**src/rtl/apb_ctrl_pkg.sv**
```systemverilog
// ============================================================================
// apb_ctrl_pkg : shared types and constants for the APB request arbiter
// Rev 1.0
// ============================================================================
`default_nettype none

package apb_ctrl_pkg;

  typedef enum logic [1:0] {
    ST_IDLE  = 2'd0,
    ST_ISSUE = 2'd1,
    ST_WAIT  = 2'd2,
    ST_RESP  = 2'd3
  } state_t;

  localparam int          DEF_AW      = 8;
  localparam int          DEF_DW      = 32;
  localparam logic [7:0]  ERR_CNT_MAX = 8'hFF;

endpackage

`default_nettype wire

```
**src/rtl/apb_rr_picker.sv**
```systemverilog
// ============================================================================
// apb_rr_picker : combinational round-robin pick (rotate, encode, unrotate)
// Rev 1.0
// ============================================================================
`default_nettype none

module apb_rr_picker #(
  parameter  int NREQ = 4,
  localparam int IW   = $clog2(NREQ)
) (
  input  logic [NREQ-1:0] eligible,
  input  logic [IW-1:0]   last_grant,
  output logic            found,
  output logic [IW-1:0]   idx
);

  // Operands never exceed 2*NREQ-2, so one conditional subtract replaces a modulo.
  function automatic int wrap_idx(input int v);
    return (v >= NREQ) ? v - NREQ : v;
  endfunction

  int              start;
  int              off;
  logic [NREQ-1:0] rot;

  always_comb begin
    start = wrap_idx(int'(last_grant) + 1);
    rot   = '0;
    for (int j = 0; j < NREQ; j++) begin
      rot[j] = eligible[wrap_idx(start + j)];
    end

    found = 1'b0;
    off   = 0;
    for (int j = NREQ - 1; j >= 0; j--) begin
      if (rot[j]) begin
        found = 1'b1;
        off   = j;
      end
    end

    idx = IW'(wrap_idx(start + off));
  end

endmodule

`default_nettype wire

```
**src/rtl/apb_req_arbiter.sv**
```systemverilog
// ============================================================================
// apb_req_arbiter : round-robin sequencer sharing one apb_master among NREQ
//                   requesters; one data_valid pulse per transfer.
// Rev 1.0
// ============================================================================
`default_nettype none

module apb_req_arbiter
  import apb_ctrl_pkg::*;
#(
  parameter  int NREQ = 4,
  parameter  int AW   = DEF_AW,
  parameter  int DW   = DEF_DW,
  localparam int IW   = $clog2(NREQ)
) (
  input  logic             apb_clk,
  input  logic             apb_reset_n,
  input  logic [NREQ-1:0]    req_valid,
  input  logic [NREQ-1:0]    req_en,
  input  logic [NREQ*AW-1:0] req_addr,
  input  logic [NREQ*DW-1:0] req_data,
  input  logic [NREQ-1:0]    req_dir,
  output logic [NREQ-1:0]    req_done,
  output logic               req_err,
  output logic [DW-1:0]      req_rdata,
  output logic [AW-1:0]      m_addr,
  output logic [DW-1:0]      m_data,
  output logic               m_data_dir,
  output logic               m_data_valid,
  input  logic [DW-1:0]      m_read_out_data,
  input  logic               m_transaction_done,
  input  logic               m_tranerr,
  output logic               busy,
  output logic [IW-1:0]      grant_id,
  output logic [7:0]         err_cnt
);

  state_t          state_q, state_d;
  logic [IW-1:0]   grant_q, grant_d;
  logic [IW-1:0]   last_q, last_d;
  logic [AW-1:0]   addr_q, addr_d;
  logic [DW-1:0]   data_q, data_d;
  logic            dir_q, dir_d;
  logic [DW-1:0]   rdata_q, rdata_d;
  logic            err_q, err_d;
  logic [7:0]      err_cnt_q, err_cnt_d;

  logic            pick_found;
  logic [IW-1:0]   pick_idx;
  logic [AW-1:0]   sel_addr;
  logic [DW-1:0]   sel_data;
  logic            sel_dir;

  apb_rr_picker #(.NREQ(NREQ)) u_picker (
    .eligible   (req_valid & req_en),
    .last_grant (last_q),
    .found      (pick_found),
    .idx        (pick_idx)
  );

  always_comb begin
    sel_addr = '0;
    sel_data = '0;
    sel_dir  = 1'b0;
    for (int i = 0; i < NREQ; i++) begin
      if (pick_idx == IW'(i)) begin
        sel_addr = req_addr[i*AW +: AW];
        sel_data = req_data[i*DW +: DW];
        sel_dir  = req_dir[i];
      end
    end
  end

  always_comb begin
    state_d      = state_q;
    grant_d      = grant_q;
    last_d       = last_q;
    addr_d       = addr_q;
    data_d       = data_q;
    dir_d        = dir_q;
    rdata_d      = rdata_q;
    err_d        = err_q;
    err_cnt_d    = err_cnt_q;
    m_data_valid = 1'b0;
    req_done     = '0;
    req_err      = 1'b0;
    req_rdata    = '0;

    case (state_q)
      ST_IDLE: begin
        if (pick_found) begin
          grant_d = pick_idx;
          addr_d  = sel_addr;
          data_d  = sel_data;
          dir_d   = sel_dir;
          rdata_d = '0;
          err_d   = 1'b0;
          state_d = ST_ISSUE;
        end
      end
      ST_ISSUE: begin
        m_data_valid = 1'b1;
        state_d      = ST_WAIT;
      end
      ST_WAIT: begin
        // A timeout report wins over a coincident completion.
        if (m_tranerr) begin
          err_d   = 1'b1;
          rdata_d = '0;
          state_d = ST_RESP;
        end else if (m_transaction_done) begin
          rdata_d = dir_q ? '0 : m_read_out_data;
          state_d = ST_RESP;
        end
      end
      ST_RESP: begin
        for (int i = 0; i < NREQ; i++) begin
          req_done[i] = (grant_q == IW'(i));
        end
        req_err   = err_q;
        req_rdata = rdata_q;
        last_d    = grant_q;
        if (err_q && (err_cnt_q != ERR_CNT_MAX)) begin
          err_cnt_d = err_cnt_q + 8'd1;
        end
        state_d = ST_IDLE;
      end
      default: state_d = ST_IDLE;
    endcase
  end

  always_ff @(posedge apb_clk or negedge apb_reset_n) begin
    if (!apb_reset_n) begin
      state_q   <= ST_IDLE;
      grant_q   <= '0;
      last_q    <= IW'(NREQ - 1);
      addr_q    <= '0;
      data_q    <= '0;
      dir_q     <= 1'b0;
      rdata_q   <= '0;
      err_q     <= 1'b0;
      err_cnt_q <= '0;
    end else begin
      state_q   <= state_d;
      grant_q   <= grant_d;
      last_q    <= last_d;
      addr_q    <= addr_d;
      data_q    <= data_d;
      dir_q     <= dir_d;
      rdata_q   <= rdata_d;
      err_q     <= err_d;
      err_cnt_q <= err_cnt_d;
    end
  end

  assign m_addr     = addr_q;
  assign m_data     = data_q;
  assign m_data_dir = dir_q;
  assign busy       = (state_q != ST_IDLE);
  assign grant_id   = grant_q;
  assign err_cnt    = err_cnt_q;

endmodule

`default_nettype wire

```
**config.mk**
```make
export PLATFORM = sky130hd
export DESIGN_NAME = apb_req_arbiter
export DESIGN_NICKNAME = d
export VERILOG_FILES = /design/src/rtl/apb_ctrl_pkg.sv /design/src/rtl/apb_rr_picker.sv /design/src/rtl/apb_req_arbiter.sv
export SDC_FILE = /design/constraint.sdc
export NUM_CORES = 1
export LEC_CHECK = 0
export BUFFER_PORTS_ARGS = -buffer_cell sky130_fd_sc_hd__clkbuf_2
export CORE_AREA = 2 2 116 118
export CTS_BUF_LIST = sky130_fd_sc_hd__clkbuf_16
export DETAILED_ROUTE_END_ITERATION = 8
export DIE_AREA = 0 0 118 120
export HOLD_SLACK_MARGIN = 0.12
export PLACE_DENSITY = 0.76
export SLEW_MARGIN = 0
export SYNTH_ARGS = -nofsm -noshare
export SYNTH_HDL_FRONTEND = slang
export SYNTH_SLANG_ARGS = --single-unit
```
**constraint.sdc**
```tcl
create_clock -name apb_clk -period 4.48 [get_ports apb_clk]
set_input_delay 0.448 -clock apb_clk [delete_from_list [all_inputs] [get_ports apb_clk]]
set_output_delay 0.448 -clock apb_clk [all_outputs]
set_load 0.02 [all_outputs]
```
# Yosys cells after proc, flatten, opt, wreduce, memory -nomap -nowiden
# Cells that the tools add are included.
[totals] out_inout_bits=90 regBits=88 in_bits=208
[op_classes] n_reduce_logical=11 addsub=12 eq_ne=13 bitwise_logic=1 order_cmp=10 mux=54
[op_table] op="$mux 32" count=14
[op_table] op="$ge 32x4->1 const B" count=6
[op_table] op="$sub 32x4->32 const B" count=5
[op_table] op="$lt 32x4->1 const B" count=4
[op_table] op="$add 32x3->32 const B" count=2
[op_table] op="$pmux 32 s2" count=1
[op_table] op="$add 32x2->32 const B" count=1
[op_table] op="$add 32x3->32" count=1
[op_table] op="$mux 8" count=4
[op_table] op="$mux 1" count=20
[op_table] op="$mux 2" count=8
[op_table] op="$eq 2x2->1 const B" count=6
[op_table] op="$add 8x1->8 const B" count=1
[op_table] op="$bmux 1 s2" count=4
[op_table] op="$ne 8x8->1 const B" count=1
[op_table] op="$pmux 2 s4" count=1
[op_table] op="$eq 2x1->1 const B" count=3
[op_table] op="$logic_not 2->1" count=3
[op_table] op="$reduce_and 2->1" count=3
[op_table] op="$reduce_and 3->1" count=2
[op_table] op="$and 4x4->4" count=1
[op_table] op="$mux 4" count=1
[op_table] op="$ne 2x2->1 const B" count=2
[op_table] op="$reduce_bool 2->1" count=2
[op_table] op="other kinds (5)" count=5

# Longest topological paths before layout
# Gate-level depths: netlist (run 1).
[depth] word_depth=21 ltp_mapped=15 ltp_nobuf=12

# Modules after synthesis
# Synthesis (run 1) repeated with hierarchy kept, for this count alone.
[hier_totals] hier_cells=413 area_unflattened_um2=5225.0
[modules_own_cells] mod="apb_req_arbiter" area_per_inst_um2=5032.3 cells_each=388 n_inst=1
[modules_own_cells] mod="apb_rr_picker" area_per_inst_um2=192.7 cells_each=25 n_inst=1

# Worst setup path before layout (run 1)
# Ideal clock, no wire load.
[synth_path] path_type="input to register" from="input port req_valid[3]" to="register data_q[21] (netlist: m_data[21])" n_path_buf=3 stages=14 setup_time_ns=0.125 required_time_ns=4.355 slack_ns=1.808 arrival_ns=2.547 cell_sequence="and2_1 clkbuf_1 nand3_1 o31ai_1 o21ai_0 nand3_1 ha_1 clkbuf_1 or3_1 a311oi_1 a41oi_1 clkbuf_4 a32oi_1 o31ai_1"
[synth_via] elab_chain_cells=16
[synth_lines] element="from (decl)" line_no="apb_req_arbiter.sv:18" source="input logic [NREQ-1:0] req_valid,"
[synth_lines] element="$and 4x4->4 *" line_no="apb_req_arbiter.sv:55" source=".eligible (req_valid & req_en),"
[synth_lines] element="$bmux 1 s2" line_no="apb_rr_picker.sv:30" source="rot[j] = eligible[wrap_idx(start + j)];"
[synth_lines] element="$mux 1 (implied by the code) (2 in a row)" line_no="apb_rr_picker.sv:30"
[synth_lines] element="$mux 2 (4 in a row)" line_no="apb_rr_picker.sv:36" source="if (rot[j]) begin"
[synth_lines] element="$add 32x3->32" line_no="apb_rr_picker.sv:42" source="idx = IW'(wrap_idx(start + off));"
[synth_lines] element="$ge 32x4->1 or $sub 2x1->2 (tied branches)" line_no="apb_rr_picker.sv:19" source="return (v >= NREQ) ? v - NREQ : v;"
[synth_lines] element="$mux 2" line_no="apb_rr_picker.sv:19"
[synth_lines] element="$logic_not 2->1" line_no="apb_req_arbiter.sv:66" source="if (pick_idx == IW'(i)) begin"
[synth_lines] element="$mux 32 (4 in a row)" line_no="apb_req_arbiter.sv:66"
[synth_lines] element="to (signal assigned)" line_no="apb_req_arbiter.sv:148" source="data_q <= data_d;"
[synth_lines] element="to (decl)" line_no="apb_req_arbiter.sv:42" source="logic [DW-1:0] data_q, data_d;"
# Every way passes the cells marked *; elsewhere a longest branch is shown, timed or not. The select of a mux whose other input is x is not followed.
# A chain may end at the register's enable or synchronous reset.

# Final worst setup path (run 1)
[layout_path] from="register last_q[0]" to="register addr_q[6] (netlist: m_addr[6])"
[layout_via] elab_chain_cells=21
[layout_lines] element="from (decl)" line_no="apb_req_arbiter.sv:40" source="logic [IW-1:0] last_q, last_d;"
[layout_lines] element="from (signal assigned)" line_no="apb_req_arbiter.sv:136" source="last_q <= IW'(NREQ - 1);"
[layout_lines] element="from (signal assigned)" line_no="apb_req_arbiter.sv:146" source="last_q <= last_d;"
[layout_lines] element="$add 2x1->3 *" line_no="apb_rr_picker.sv:27" source="start = wrap_idx(int'(last_grant) + 1);"
[layout_lines] element="$sub 32x4->32 or $ge 32x4->1 (tied branches)" line_no="apb_rr_picker.sv:19"
[layout_lines] element="$mux 32 *" line_no="apb_rr_picker.sv:19"
[layout_lines] element="$add 32x3->32" line_no="apb_rr_picker.sv:30"
[layout_lines] element="$sub 32x4->32 or $ge 32x4->1 (tied branches)" line_no="apb_rr_picker.sv:19"
[layout_lines] element="$mux 32" line_no="apb_rr_picker.sv:19"
[layout_lines] element="$bmux 1 s2" line_no="apb_rr_picker.sv:30"
[layout_lines] element="$mux 1 (implied by the code) (2 in a row)" line_no="apb_rr_picker.sv:30"
[layout_lines] element="$mux 2 (4 in a row)" line_no="apb_rr_picker.sv:36"
[layout_lines] element="$add 32x3->32 *" line_no="apb_rr_picker.sv:42"
[layout_lines] element="$ge 32x4->1 or $sub 2x1->2 (tied branches)" line_no="apb_rr_picker.sv:19"
[layout_lines] element="$mux 2 *" line_no="apb_rr_picker.sv:19"
[layout_lines] element="net pick_idx[0]" line_no="apb_req_arbiter.sv:49" source="logic [IW-1:0] pick_idx;"
[layout_lines] element="$logic_not 2->1" line_no="apb_req_arbiter.sv:66"
[layout_lines] element="$mux 8 (3 in a row)" line_no="apb_req_arbiter.sv:66"
[layout_lines] element="$mux 8 *" line_no="apb_req_arbiter.sv:66"
[layout_lines] element="to (signal assigned)" line_no="apb_req_arbiter.sv:147" source="addr_q <= addr_d;"
[layout_lines] element="to (decl)" line_no="apb_req_arbiter.sv:41" source="logic [AW-1:0] addr_q, addr_d;"
# Mark *: on every way through the listed nets, which the timed path passes. The rest lies on a longest branch. The select of a mux whose other input is x is not followed.

==> results.cfg, run 1 <==
[timing]
finalMaxSlewViolations = 0
worstMarginPinSlew_ns = 1.132
hold_violations = 0
skew_ns = 0.007564
fin_tns_setup_ns = 0
fmax_mhz = 272.4
hold_slack_ns = 0.3296
fin_crit_sh_pct = 81.93
setup_slack_ns = 0.8095
relSlewSlack_pct = 24.34
setup_viol = 0
fin_crit_ns = 3.671
rsz0062_at_grt = no

[worst_setup_path]
reg2reg_slack_ns = 0.81
worst_path_largest_cell_delay_ns = 0.80
crit_type = reg -> reg
critPathMaxFanout = 34
worstSetupEndpointType = flip-flop
cp-start-kind = flip-flop
crit_chain = nand3_1 > o311ai_0 > o21ai_0 > nand3_1 > ha_2 > inv_1 > nor4_1 > o22ai_1 > and2_1 > buf_4 > a32oi_1 > o31ai_1
cpMostUsedCell = nand3_1
cp.required_ns = 4.72
cp.arrival_ns = 3.91
crit_slowest_cell = and2_1

[global_routing]
overflow = 0
grt_max_degree = 84
global_route.usage.total_pct = 24.71
antenna_found_initial = 0
grt_pass1_vias = 5570
grt_pass1_wl_mm = 28.06

[layout]
area_growth_pct = 34.36
instances_no_fill = 1067
drive_above_1_share_pct = 37.71
final_cell_mix = clkbuf_2, nand2_1, dfrtp_1
diodes = 0
final_util_pct = 55.41
final_common_cell = clkbuf_2
nNetsFinal = 1101
final_area_um2 = 7192

[power]
power_density_nw_per_um2 = 760.5
p_leak_nw = 3.491
irDropWorstVdd_v = 0.0007010
clockPowerShare_pct = 14.0
power.switching_mw = 2.825
p_seq_share_pct = 24.5
p_sw_share_pct = 51.65
power_mw = 5.470
intPower_mw = 2.644
comb_power_share_pct = 61.5

[logic_synthesis]
synth-edff-count = 0
synth_seq_cells = 88
postSynthCellCount = 628
yosysWarnings = 0
netlist_area_um2 = 5353
avgSynthCellArea_um2 = 8.523
ys_seq_area_share_pct = 41.19
async_flop_share_pct = 100.0
synth.distinct_cells = 44
synth-main-ff-cell = dfrtp_1
synthesis.nets = 843

[place]
placed_area_um2 = 6879
placed_cells_incl_taps = 1050
pre_cts_ws_ns = 0.6408
dp_hpwl_mm = 12.60
io_buffers = 297
place_congestion = 0.8929

[job]
max_cap_viol_count = 0

[clock_network]
tritoncts = done
clockBufferDepth = 2
cts_root_buffer = clkbuf_16
clkTransAtPathRegs_ns = 0.07
cts_setup_buffers = 0
clk_latency_ns = 0.34
cts_max_level = 3
cts_sinks = 88
cts_buffers = 9

[floorplan]
io_pins = 298
dieWidth_um = 118
coreArea_um2 = 12980
core.rowCount = 42
die-area_um2 = 14160
die_y_um = 120
initial_core_util_pct = 41.24

[outcome]
status = finished, final reports clean

[detailed_routing]
route.detailed.drc = 0
wirelength_mm = 17.32
wire_per_inst_um = 16.23
drtAntennaViolNets = 0
drtIter0Drc = 518
viasPerCell = 5.372
vias = 5732
dr.pass1.iters = 4

[hold_path]
hold_class = in -> reg
==> synthesized netlist by cell type, drive strengths merged, types with 3 or more instances <==
cell,instances,area [µm²]
nand3,5,25.02
a21oi,5,25.02
inv,8,30.03
o21ai,45,225.2
and3,4,25.02
nor2,45,168.9
and2,35,219.0
o2bb2ai,41,359.1
nor3,42,210.2
dfrtp,86,2152
clkbuf,34,131.4
ha,7,87.58
nand2,124,465.5
o31ai,42,315.3
a32oi,42,375.4
nand4,4,25.02
a22oi,3,36.28
xnor2,8,70.07
buf,26,177.7
==> state kept, by name, indices dropped and copies added (netlist names) <==
signal and cells:
err_q 1, state_q 2, m_data_dir 1, m_addr 8, err_cnt 8, m_data 32, rdata_q 32, grant_id 2
last_q 2
==> worst max-delay path: cells and delay by family, from the launching register on <==
kind            cells  cell delay [ns]
compound gates      5             0.75
fa+ha+maj           1             0.50
buf+inv             2             0.58
flops               1             0.66
simple gates        4             1.05
==> cell type report <==
cell class,instances,area (µm²)
clock buffer,9,225.2
clock inverter,7,77.57
fill,1257,5788
inverter,8,30.03
multi-input combinational,472,2868
sequential,88,2205
tap,176,220.2
timing repair buffer,307,1567
==> power by group through the flow <==
stage / Clock (mW) / Sequential [mW] / Combinational, mW
6_report: 0.768 / 1.34 / 3.36
5_1_grt: 0.820 / 1.38 / 3.70
4_1_cts: 0.785 / 1.34 / 3.39
3_5_place_dp: 0 / 1.34 / 3.40
3_3_place_gp: 0 / 1.34 / 3.35
2_1_floorplan: 0 / 1.55 / 2.36
==> final timing paths <==
path,startpoint,depth (start not counted),to
worst max register to register,last_q[0],12,m_addr[6]
max in group asynchronous,apb_reset_n,3,m_data[3]
min in group asynchronous,apb_reset_n,2,err_cnt[4]
worst min register to register,rdata_q[21],2,rdata_q[21]
worst min-delay path,m_read_out_data[6],3,rdata_q[6]
worst max-delay path,last_q[0],12,m_addr[6]
==> layer usage <==
layer | wire (µm) | global-route usage (%)
met5 | 0 | 0
met4 | 595 | 12.12
met3 | 1180 | 4.278
met2 | 8387 | 42.22
met1 | 7158 | 30.23
==> kinds of logic after synthesis <==
kind of cell,after synthesis,synth area share [%]
flops,88,41.19
compound gates,190,26.91
fa+ha+maj,7,1.636
buf+inv,68,6.335
xor+xnor,9,1.473
mux,2,0.4207
simple gates,264,22.04
==> timing repair <==
item	in CTS	in global routing
hold endpoints to repair	39	0
resized for setup	0	0
hold buffers	1	0
endpoints found under the setup margin	0	0
Power figures use the tool's default switching activity.
==> inputs of run 2 (changes only) <==
Settings changed: CORE_AREA 2 2 116 118 to default, CORE_UTILIZATION from default to 41, DIE_AREA 0 0 118 120 to default, PLACE_DENSITY 0.76 to 0.78.
Clock period 4.48 ns to 3 ns, I/O delays scaled along.
==> results.cfg, run 2 (synthesis results as in run 1) <==
[outcome]
status = finished, final reports clean

[timing]
hold_violations = 0
worstMarginPinSlew_ns = 0.6690
fin_crit_sh_pct = 93.48
finalMaxSlewViolations = 0
fmax_mhz = 356.6
relSlewSlack_pct = 55.40
fin_crit_ns = 2.804
fin_tns_setup_ns = 0
hold_slack_ns = 0.1868
setup_viol = 0
setup_slack_ns = 0.1956
rsz0062_at_grt = no
skew_ns = 0.009226

[global_routing]
antenna_found_initial = 0
grt_max_degree = 65
overflow = 0
global_route.usage.total_pct = 24.82
grt_pass1_wl_mm = 26.23
grt_pass1_vias = 5517

[floorplan]
die-area_um2 = 13520
initial_core_util_pct = 42.24
core.rowCount = 41
die_y_um = 116.3
dieWidth_um = 116.3
io_pins = 298
coreArea_um2 = 12670

[worst_setup_path]
critPathMaxFanout = 41
rr_startpoint = last_q[0]
cp.arrival_ns = 3.03
cp.required_ns = 3.23
cp-start-kind = flip-flop
crit_type = reg -> reg
critical_path.startpoint = last_q[0]
worstSetupEndpointType = flip-flop

[layout]
diodes = 0
nNetsFinal = 1110
final_common_cell = clkbuf_2
instances_no_fill = 1072
final_cell_mix = clkbuf_2, nand2_1, dfrtp_1
area_growth_pct = 37.17
drive_above_1_share_pct = 38.33

[hold_path]
hold_class = in -> reg
min_from = m_read_out_data[20]

[power]
power_density_nw_per_um2 = 1168
irDropWorstVdd_v = 0.0007745
p_leak_nw = 3.568

[place]
io_buffers = 297
dp_hpwl_mm = 12.56
place_congestion = 0.8939
pre_cts_ws_ns = 0.1763
placed_cells_incl_taps = 1055

[job]
max_cap_viol_count = 0

[clock_network]
cts_sinks = 88
cts_max_level = 3
tritoncts = done
cts_root_buffer = clkbuf_16
cts_setup_buffers = 0
clkTransAtPathRegs_ns = 0.07
clk_latency_ns = 0.34
clockBufferDepth = 2
cts_buffers = 9

[detailed_routing]
viasPerCell = 5.390
drtAntennaViolNets = 0
wire_per_inst_um = 15.83
drtIter0Drc = 323
vias = 5778
dr.pass1.iters = 5
wirelength_mm = 16.97
route.detailed.drc = 0
run 2: power by group:
part	leakage, nW	switching (mW)	internal (mW)	total (mW)
Sequential	1.12	0.319	1.68	2.00
Combinational	2.30	3.50	1.94	5.44
Clock	0.146	0.486	0.653	1.14
Total	3.57	4.30	4.27	8.57
run 2: path summary, 6_finish.rpt:
kind / to / slack [ns] / cells after the start
min in group asynchronous: err_cnt[5] / 0.55 / 2
setup reg to reg: m_data[0] / 0.20 / 10
max in group asynchronous: last_q[0] / 1.64 / 3
hold reg to reg: m_addr[6] / 0.47 / 2
setup / recovery: m_data[0] / 0.20 / 10
hold / removal: rdata_q[20] / 0.19 / 3
run 2: worst max-delay path: stages (launching register included):
cell and delay [ns]:
dfstp_2 0.66, o31ai_1 0.11, o21ai_0 0.15, nand3_1 0.10, ha_2 0.25, or3_1 0.36
a311oi_1 0.41, a41oi_4 0.07, buf_12 0.20, a32oi_1 0.26, o31ai_1 0.09
run 2: stage by stage:
step / util [%] / area [µm²] / power [mW]
4_1_cts: 57.94 / 7342 / 8.618
2_1_floorplan: - / 5353 / 5.839
3_5_place_dp: 55.48 / 7029 / 7.470
6_report: 57.94 / 7342 / 8.575
5_1_grt: 57.94 / 7342 / 9.234
3_3_place_gp: 55.48 / 7029 / 7.385
run 2: timing repair:
action,in CTS,in global routing
hold buffers,1,0
gates resized for setup,0,0
endpoints found under the hold margin,48,0
run 2: area by class of cell:
class	instances	area, µm²
multi-input cells	472	2868
inverters	8	30.03
clock buffers	9	225.2
repair buffers	316	1722
fillers	1212	5329
flip-flops and latches	88	2205
well taps	172	215.2
clock inverters	7	77.57
run 2: metal layers:
metal | share of wire [%] | global-route usage, %
met1 | 40 | 29.57
met2 | 49 | 42.45
met3 | 7.2 | 4.982
met4 | 3.5 | 12.65
met5 | 0 | 0
